**config.mk**
```make
export PLATFORM = sky130hd
export DESIGN_NAME = ps2_emit_flat
export DESIGN_NICKNAME = d
export VERILOG_FILES = /design/src/rtl/ps2_emit_if.sv /design/src/rtl/ps2_emit.sv /design/src/flat_wrapper.sv
export SDC_FILE = /design/constraint.sdc
export NUM_CORES = 1
export LEC_CHECK = 0
export CAP_MARGIN = 20
export CORE_MARGIN = 10
export CORE_UTILIZATION = 52
export CTS_BUF_LIST = sky130_fd_sc_hd__clkbuf_4
export DETAILED_ROUTE_END_ITERATION = 7
export PLACE_DENSITY = 0.86
export SLEW_MARGIN = 20
export SYNTH_ARGS = -nofsm -noshare
export SYNTH_HDL_FRONTEND = slang
export SYNTH_SLANG_ARGS = --single-unit
export TNS_END_PERCENT = 20
```
**constraint.sdc**
```tcl
create_clock -name clock -period 2.1 [get_ports clock]
set_input_delay 0.63 -clock clock [delete_from_list [all_inputs] [get_ports clock]]
set_output_delay 0.63 -clock clock [all_outputs]
set_load 0.02 [all_outputs]
```
**src/rtl/ps2_emit_if.sv**
```systemverilog
// Signal bundle between the button sources and the two-controller code-bus emitter.
// The host side (buttons, enable) is the master; the emitter is the slave.
interface ps2_emit_if;
  logic       enable;
  logic [9:0] c1;
  logic [9:0] c2;
  logic [4:0] GPIO_0;
  logic       busy;
  logic       frame_done;

  modport master (
    output enable, c1, c2,
    input  GPIO_0, busy, frame_done
  );

  modport slave (
    input  enable, c1, c2,
    output GPIO_0, busy, frame_done
  );
endinterface

```
**src/rtl/ps2_emit.sv**
```systemverilog
// Serialises pressed buttons of two controllers round-robin onto the 5-wire code bus.
// Define PS2_EMIT_PRESEL_EN to add a one-cycle SETUP state that settles select before the code.
module ps2_emit #(
  parameter int unsigned HOLD_CYCLES = 500100,
  parameter int unsigned GAP_CYCLES  = 1000
) (
  input logic       clock,
  input logic       reset,
  ps2_emit_if.slave bus
);

  localparam int unsigned CntMax = (HOLD_CYCLES > GAP_CYCLES) ? HOLD_CYCLES : GAP_CYCLES;
  localparam int unsigned CntW   = $clog2(CntMax) + 1;
  localparam logic [CntW-1:0] HoldLast = CntW'(HOLD_CYCLES - 1);
  localparam logic [CntW-1:0] GapLast  = CntW'(GAP_CYCLES - 1);
  localparam logic [4:0] LastSlot  = 5'd19;
  localparam logic [4:0] MissLimit = 5'd19;

  typedef enum logic [2:0] {StIdle, StScan, StSetup, StDrive, StGap} state_e;

  state_e          state_q, state_d;
  logic [4:0]      ptr_q, ptr_d;
  logic [4:0]      miss_q, miss_d;
  logic [CntW-1:0] cnt_q, cnt_d;
  logic            sel_q, sel_d;
  logic [3:0]      code_q, code_d;
  logic [4:0]      gpio_q, gpio_d;
  logic            done_q, done_d;
  logic [19:0]     slots;
  logic            hit;

  assign slots = {bus.c2, bus.c1};
  assign hit   = slots[ptr_q];

  always_ff @(posedge clock or negedge reset) begin
    if (!reset) begin
      state_q <= StIdle;
      ptr_q   <= '0;
      miss_q  <= '0;
      cnt_q   <= '0;
      sel_q   <= 1'b0;
      code_q  <= '0;
      gpio_q  <= '0;
      done_q  <= 1'b0;
    end else begin
      state_q <= state_d;
      ptr_q   <= ptr_d;
      miss_q  <= miss_d;
      cnt_q   <= cnt_d;
      sel_q   <= sel_d;
      code_q  <= code_d;
      gpio_q  <= gpio_d;
      done_q  <= done_d;
    end
  end

  // Hold/gap counter is zero on every state entry; it only counts while DRIVE or GAP persists.
  always_comb begin
    state_d = state_q;
    ptr_d   = ptr_q;
    miss_d  = miss_q;
    cnt_d   = '0;
    sel_d   = sel_q;
    code_d  = code_q;
    unique case (state_q)
      StIdle: begin
        if (bus.enable && (|slots)) begin
          state_d = StScan;
          miss_d  = '0;
        end
      end
      StScan: begin
        ptr_d = (ptr_q == LastSlot) ? 5'd0 : ptr_q + 5'd1;
        if (!bus.enable) begin
          state_d = StIdle;
        end else if (hit) begin
          sel_d  = (ptr_q >= 5'd10);
          code_d = sel_d ? 4'(ptr_q - 5'd9) : 4'(ptr_q + 5'd1);
`ifdef PS2_EMIT_PRESEL_EN
          state_d = StSetup;
`else
          state_d = StDrive;
`endif
        end else if (miss_q == MissLimit) begin
          state_d = StIdle;
        end else begin
          miss_d = miss_q + 5'd1;
        end
      end
      StSetup: state_d = StDrive;
      StDrive: begin
        if (cnt_q == HoldLast) state_d = StGap;
        else                   cnt_d   = cnt_q + CntW'(1);
      end
      StGap: begin
        if (cnt_q == GapLast) begin
          state_d = bus.enable ? StScan : StIdle;
          miss_d  = '0;
        end else begin
          cnt_d = cnt_q + CntW'(1);
        end
      end
      default: state_d = StIdle;
    endcase
  end

  // Bus value is registered from the current state, so it trails the state by one cycle.
  always_comb begin
    gpio_d   = '0;
    done_d   = 1'b0;
    bus.busy = (state_q != StIdle);
    unique case (state_q)
      StSetup: gpio_d = {sel_q, 4'b0000};
      StDrive: gpio_d = {sel_q, code_q};
      StGap:   done_d = (cnt_q == GapLast);
      default: ;
    endcase
  end

  assign bus.GPIO_0     = gpio_q;
  assign bus.frame_done = done_q;

endmodule

```
**src/flat_wrapper.sv**
```systemverilog
// flat-port wrapper written by rule: the top's interface ports become plain ports
module ps2_emit_flat 
#(
  parameter int unsigned HOLD_CYCLES = 500100,
  parameter int unsigned GAP_CYCLES  = 1000
)
  (clock, reset, bus_enable, bus_c1, bus_c2, bus_GPIO_0, bus_busy, bus_frame_done);
  ps2_emit_if bus_i ();
  input logic clock;
  input logic reset;
  input wire logic [$bits(bus_i.enable)-1:0] bus_enable;
  input wire logic [$bits(bus_i.c1)-1:0] bus_c1;
  input wire logic [$bits(bus_i.c2)-1:0] bus_c2;
  output wire logic [$bits(bus_i.GPIO_0)-1:0] bus_GPIO_0;
  output wire logic [$bits(bus_i.busy)-1:0] bus_busy;
  output wire logic [$bits(bus_i.frame_done)-1:0] bus_frame_done;
  assign bus_i.enable = bus_enable;
  assign bus_i.c1 = bus_c1;
  assign bus_i.c2 = bus_c2;
  assign bus_GPIO_0 = bus_i.GPIO_0;
  assign bus_busy = bus_i.busy;
  assign bus_frame_done = bus_i.frame_done;
  ps2_emit #(.HOLD_CYCLES(HOLD_CYCLES), .GAP_CYCLES(GAP_CYCLES)) u_core (.clock(clock), .reset(reset), .bus(bus_i));
endmodule
```
==> results of run 1 <==
## cell families (layout without fill, tap and decap cells)
logic type,Yosys count,after routing,share of synthesized area (%)
flip-flops,44,44,45.74
XOR/XNOR,21,21,7.640
AND/OR/NAND/NOR,123,123,25.26
multiplexers,11,11,7.380
AO/OA/AOI/OAI,33,33,8.889
buffers and inverters,18,69,3.015
adder cells (fa/ha/maj),4,4,2.079
## worst paths after layout
path	to	slack, ns	depth (start not counted)
max in group asynchronous	u_core.miss_q[1]$_DFFE_PN0P_	1.37	2
worst min register to register	u_core.bus.GPIO_0[4]$_DFF_PN0_	0.50	1
worst min-delay path	u_core.cnt_q[2]$_DFF_PN0_	0.23	1
worst max-delay path	u_core.code_q[3]$_DFFE_PN0P_	-0.02	6
worst max register to register	u_core.code_q[3]$_DFFE_PN0P_	-0.02	6
min in group clock	u_core.bus.GPIO_0[4]$_DFF_PN0_	0.50	1
## synth_stat cells (2+ instances only)
| library cell | instances |
|---|---|
| a21oi_1 | 10 |
| and2_1 | 2 |
| and3_1 | 5 |
| clkbuf_1 | 7 |
| dfrtp_1 | 44 |
| ha_1 | 4 |
| inv_1 | 8 |
| mux2_1 | 4 |
| mux2i_1 | 2 |
| mux4_2 | 5 |
| nand2_1 | 22 |
| nand3_1 | 16 |
| nand4_1 | 5 |
| nor2_1 | 37 |
| nor2b_1 | 6 |
| nor3_1 | 7 |
| nor3b_1 | 2 |
| nor4_1 | 8 |
| nor4b_1 | 2 |
| o211ai_1 | 5 |
| o21ai_0 | 8 |
| or3_1 | 5 |
| or4_1 | 3 |
| xnor2_1 | 14 |
| xor2_1 | 7 |
## metal layers
| layer | GRT usage, % | vias to the layer above |
|---|---|---|
| met5 | 0 | - |
| met4 | 5.136 | 0 |
| met3 | 4.364 | 10 |
| met2 | 25.33 | 45 |
| met1 | 18.16 | 1021 |
| li1 | - | 1009 |
## state kept, by name, summed over array words and instances (netlist names)
register	cells
u_core.cnt_q	20
u_core.bus.GPIO_0	5
u_core.miss_q	5
u_core.ptr_q	5
u_core.code_q	4
u_core.state_q	3
u_core.bus.frame_done	1
u_core.sel_q	1
## placed cells by master, fill, tap and decap left out, types with 6 or more instances in the layout
master / instances
dlygate4sd2_1: 16
dfrtp_1: 43
buf_4: 20
xor2_1: 7
o21ai_0: 6
xnor2_1: 14
clkdlybuf4s50_1: 11
a21oi_1: 9
nor3_1: 7
nand2_1: 22
inv_1: 8
nand3_1: 16
nor2_1: 37
## metrics by stage
step                cell area [um^2]   TNS, ns  setup WS [ns]  hold slack (ns)  std cells
floorplan                       2412  -0.01526       -0.01526           0.3344        254
global placement                2887    -5.393        -0.5312           0.4627        346
detailed placement              2887    -5.912        -0.5738           0.4679        346
CTS                             2973         0       0.003720           0.2364        354
global route                    3028   -0.4992       -0.07324           0.2296        357
finish                          3028  -0.02098       -0.01531           0.2254        357
## repair_timing
| action | 4_1_cts | 5_1_grt |
|---|---|---|
| gates resized for setup | 32 | 12 |
| setup buffers | 1 | 2 |
| hold endpoints to repair | 0 | 0 |
| gates cloned | 0 | 1 |
| hold buffers | 0 | 0 |
| endpoints found under the setup margin | 16 | 33 |
| pin swaps | 8 | 9 |
## power breakdown
part | leakage (nW) | internal (mW) | switching, mW
Combinational | 0.671 | 0.845 | 0.903
Sequential | 0.584 | 1.04 | 0.154
Clock | 0.0271 | 0.122 | 0.276
## layout make-up
class	count	area share, %
clock buffer	5	1.240
clock inverter	2	0.4132
inverter	9	1.116
tap	52	2.149
timing repair buffer	53	15.33
multi-input combinational	192	43.35
sequential	44	36.41
==> qor.txt, run 1 <==
DR WL met2: 3006 um
Met3 WL: 329 um
Cell Area, Synth: 2407 um^2
Number of synthesized flops with an enable pin: 0
Seq/Total Area, Yosys: 45.74%
GRT Total Usage: 15.11%
Min Tclk post-route: 2.115 ns
VDD IR max: 0.0005298 V
Yosys reg bits: 44
# DRC: 0
HPWL after detailed placement: 4178 um
Syn Nets: 281
Hold Violations, Final: 0
CP max stage delay: 0.50 ns
Routability cong.: 0.8910
IO Count: 30
Hold Crit Class: in -> async
Outcome: finished with violations
Cell count after synthesis: 254
Clk sinks: 44
# diodes: 0
RSZ-0062 raised after global routing: true
DR vias: 2,085
Cell Chain, Critical Path: mux4_2 -> mux2i_1 -> a221o_2 -> a21oi_2 -> buf_6 -> mux2_4
DRT Pass-1 Iters: 4
Crit start category: flop
IO buf count: 29
Antenna-violating nets left: 0
Buf/Inv on CP: 1
Gr ovfl total: 0
Skew final: 0.005949 ns
Storage cell area: 1102 um^2
Reg clk slew, reported paths: 0.13 ns
P per Cell Area: 1103 nW/um^2
Worst Path Arrival: 2.38 ns
Vias in the first global route: 2,040
Row count: 24
Failing checks: setup timing
Post-synth ARST share: 100.0%
Largest net degree at the start of global routing: 24
Layout net count: 332
Ys flop type: dfrtp_1
Routed met1 length: 2612 um
Global-route wire length before repair: 9453 um
Worst-Margin Slew: 0.5356 ns
Critical path origin: u_core.ptr_q[0]$_DFFE_PN0N_
Post-synth top area share: 45.74%
Max cap viols: 0
Multi-input gate area: 1313 um^2
Top Metal Used: met4
Fin crit share: 100.7%
CP required: 2.36 ns
Cell family with most CP delay: multiplexers
CTS Buf Count: 5
CTS root buf: clkbuf_4
Die ar.: 7751 um^2
Fillers: 367
YS warnings: 0
CTS tree: yes
Max Clk Rate: 472.7 MHz
Clock Latency Late Sink: 0.37 ns
Cell taking the most area after synthesis: dfrtp_1
Leakage power: 1.282 nW
Final Util: 68.59%
Die W: 88.04 um
Core Area: 4414 um^2
Chip Height: 88.04 um
Area added between synthesis and finish: 25.78%
DR vias/cell: 5.840
Initial Util: 54.54%
Layout cells sized above 1: 19.02%
CP Max Fanout: 6
Synth top area cells: dfrtp_1, nor2_1, xnor2_1, mux4_2, nand2_1
Slew margin rel.: 64.29%
Reg-to-reg startpoint: u_core.ptr_q[0]$_DFFE_PN0N_
H-tree levels: 2
Maximum clock path buffer count: 2
WL/cell: 16.93 um
Kind of end point of the critical path: flop
Worst Slack Setup Final: -0.01531 ns
Syn_area_per_cell: 9.478 um^2
Initial antenna violation count: 0
Slowest CP cell: dfrtp_2
Initial drt markers: 117
Critical path class: reg -> reg
Unique masters post-synth: 41
Final setup fails: 4
Drt total wl: 6043 um
Total power: 3.339 mW
Max Slew Vio Count: 0
(Power assumes the default switching activity.)
==> inputs of run 2 (changes only) <==
--- a/config.mk
+++ b/config.mk
@@ -5,12 +5,13 @@
 export SDC_FILE = /design/constraint.sdc
 export NUM_CORES = 1
 export LEC_CHECK = 0
-export CAP_MARGIN = 20
 export CORE_MARGIN = 10
 export CORE_UTILIZATION = 52
 export CTS_BUF_LIST = sky130_fd_sc_hd__clkbuf_4
 export DETAILED_ROUTE_END_ITERATION = 7
+export HOLD_SLACK_MARGIN = 0.02
 export PLACE_DENSITY = 0.86
+export SETUP_SLACK_MARGIN = 0.15
 export SLEW_MARGIN = 20
 export SYNTH_ARGS = -nofsm -noshare
 export SYNTH_HDL_FRONTEND = slang
==> run 2 against run 1 <==
  * The flow still finishes with violations (setup timing)
  * Sequential power increased by 3%
  * Clock power grew 36%
  * Final cell count increased by 2.5%
  * Flip-flop and latch count did not move
  * Total power up 9.5%
  * Critical path depth unchanged
  * Die area did not move
  * Combinational power grew 7%
  * Clock-buffer cell count is the same
  * Register-to-register slack lost 0.05 ns
  * Sequential share of layout area is 1.7 points lower
  * Critical path type unchanged
  * Largest power group unchanged
==> qor.txt, run 2 (synthesized netlist as in run 1, its figures left out) <==
Outcome: finished with violations (unchanged)
Failing checks: setup timing (unchanged)
Initial drt markers: 212 (was 117)
Worst Path Arrival: 2.44 ns (was 2.38 ns)
VDD IR max: 0.0005937 V (was 0.0005298 V)
Max Slew Vio Count: 0 (unchanged)
Multi-input gate area: 1375 um^2 (was 1313 um^2)
Reg-to-reg startpoint: u_core.ptr_q[0]$_DFFE_PN0N_ (unchanged)
Min Tclk post-route: 2.168 ns (was 2.115 ns)
Clock Latency Late Sink: 0.37 ns (about the same)
DR WL met2: 3286 um (was 3006 um)
Top reg by flops: u_core.cnt_q (unchanged)
CTS tree: yes (unchanged)
# diodes: 0 (unchanged)
Max FFs per register: 20 (unchanged)
Crit start category: flop (unchanged)
Kind of end point of the critical path: flop (unchanged)
Finished Cell Area: 3183 um^2 (was 3028 um^2)
Fin crit share: 103.2% (was 100.7%)
GRT Total Usage: 16.26% (was 15.11%)
CP Max Fanout: 6 (unchanged)
DRT Pass-1 Iters: 5 (was 4)
Critical path class: reg -> reg (unchanged)
Skew final: 0.01711 ns (was 0.005949 ns)
DR vias/cell: 6.022 (was 5.840)
Row count: 24 (unchanged)
Storage cell area: 1104 um^2 (was 1102 um^2)
Leakage power: 1.378 nW (was 1.282 nW)
Most frequent cells in the layout: dfrtp_1, nor2_1, buf_4 (was dfrtp_1, nor2_1, nand2_1)
Worst Slack Setup Final: -0.06779 ns (was -0.01531 ns)
Initial Util: 54.54% (unchanged)
Layout cells sized above 1: 24.84% (was 19.02%)
Area added between synthesis and finish: 32.22% (was 25.78%)
Vias in the first global route: 2,124 (was 2,040)
Chip Height: 88.04 um (unchanged)
Placed cell areas: 2952 um^2 (was 2887 um^2)
Drt total wl: 6452 um (was 6043 um)
Pre-CTS WS: -0.5418 ns (was -0.5738 ns)
DR vias: 2,204 (was 2,085)
Critical path origin: u_core.ptr_q[0]$_DFFE_PN0N_ (unchanged)
IO buf count: 29 (unchanged)
Hold Violations, Final: 0 (unchanged)
# DRC: 0 (unchanged)
P per Cell Area: 1149 nW/um^2 (was 1103 nW/um^2)
Hold Crit Class: in -> async (unchanged)
Max Clk Rate: 461.3 MHz (was 472.7 MHz)
Initial antenna violation count: 0 (unchanged)
Largest net degree at the start of global routing: 22 (was 24)
IO Count: 30 (unchanged)
CTS Buf Count: 5 (unchanged)
Total power: 3.657 mW (was 3.339 mW)
Die ar.: 7751 um^2 (unchanged)
Setup TNS: -0.2861 ns (was -0.02098 ns)
Placed Cells: 354 (was 346)
Maximum clock path buffer count: 2 (unchanged)
Fillers: 284 (was 367)
CTS root buf: clkbuf_4 (unchanged)
RSZ-0062 raised after global routing: true (unchanged)
Met3 WL: 428 um (was 329 um)
CP required: 2.37 ns (was 2.36 ns)
Routed met1 length: 2540 um (was 2612 um)
Slew margin rel.: 67.69% (was 64.29%)
Max cap viols: 0 (unchanged)
Layout net count: 340 (was 332)
Antenna-violating nets left: 0 (unchanged)
H-tree levels: 2 (unchanged)
Die W: 88.04 um (unchanged)
HPWL after detailed placement: 4541 um (was 4178 um)
Clk sinks: 44 (unchanged)
Top Metal Used: met4 (unchanged)
Commonest non-fill, non-tap cell in the layout: dfrtp_1 (unchanged)
Gr ovfl total: 0 (unchanged)
Worst-Margin Slew: 0.4780 ns (was 0.5356 ns)
Reg clk slew, reported paths: 0.14 ns (was 0.13 ns)
Routability cong.: 0.8732 (was 0.8910)
Final setup fails: 7 (was 4)
WL/cell: 17.63 um (was 16.93 um)
Global-route wire length before repair: 10,010 um (was 9453 um)
Core Area: 4414 um^2 (unchanged)
Post-route non-filler standard cell count: 366 (was 357)
==> run 2: cell types whose count changed in the layout (fill, tap and decap cells not counted), moves of 2 or more <==
cell and change:
or3_1 -3, buf_6 +2, clkdlybuf4s50_1 -6, buf_4 +7
or3_4 +3, dlygate4sd2_1 +5, a21oi_1 -2
==> run 2: worst paths after layout <==
check                                          endpoint  cells after the start  slack (ns)
setup / recovery           u_core.code_q[1]$_DFFE_PN0P_                      6       -0.07
hold / removal             u_core.code_q[2]$_DFFE_PN0P_                      1        0.20
setup reg to reg           u_core.code_q[1]$_DFFE_PN0P_                      6       -0.07
hold reg to reg               u_core.cnt_q[0]$_DFF_PN0_                      2        0.54
max in group asynchronous    u_core.cnt_q[14]$_DFF_PN0_                      2        1.32
min in group clock            u_core.cnt_q[0]$_DFF_PN0_                      2        0.54
==> run 2: per-stage QoR <==
stage,hold WS (ns),util (%)
finish,0.1977,72.11
CTS,0.2036,69.93
global route,0.2246,72.11
global placement,0.4649,66.87
floorplan,0.3344,-
detailed placement,0.4646,66.87
==> run 2: power breakdown <==
group | total, mW | switching (mW) | internal, mW
Clock | 0.543 | 0.294 | 0.249
Combinational | 1.88 | 0.949 | 0.935
Sequential | 1.23 | 0.190 | 1.04
==> run 2: what timing repair did <==
action | 4_1_cts | 5_1_grt
gates cloned | 0 | 0
gates resized for setup | 43 | 20
setup endpoints to repair | 38 | 34
pin swaps | 17 | 11
buffers inserted | 3 | 2
hold buffers | 0 | 0
==> run 2: worst max-delay path, stage by stage (launching register included) <==
cell,delay [ns]
dfrtp_2,0.50
buf_4,0.16
mux4_2,0.32
nand2_1,0.05
a221o_2,0.42
a21oi_4,0.29
mux2_4,0.33
==> run 2: cell type report <==
type                       instances  area share [%]
sequential                        44           34.67
tap                               52           2.044
inverter                           9           1.061
clock buffer                       5           1.179
timing repair buffer              61           16.51
clock inverter                     3           1.336
multi-input combinational        192           43.20
==> run 2: per-layer routing <==
| metal | up-vias | GRT usage, % |
|---|---|---|
| li1 | 1020 | - |
| met1 | 1075 | 19.49 |
| met2 | 89 | 26.92 |
| met3 | 20 | 2.971 |
| met4 | 0 | 8.987 |
| met5 | - | 0 |
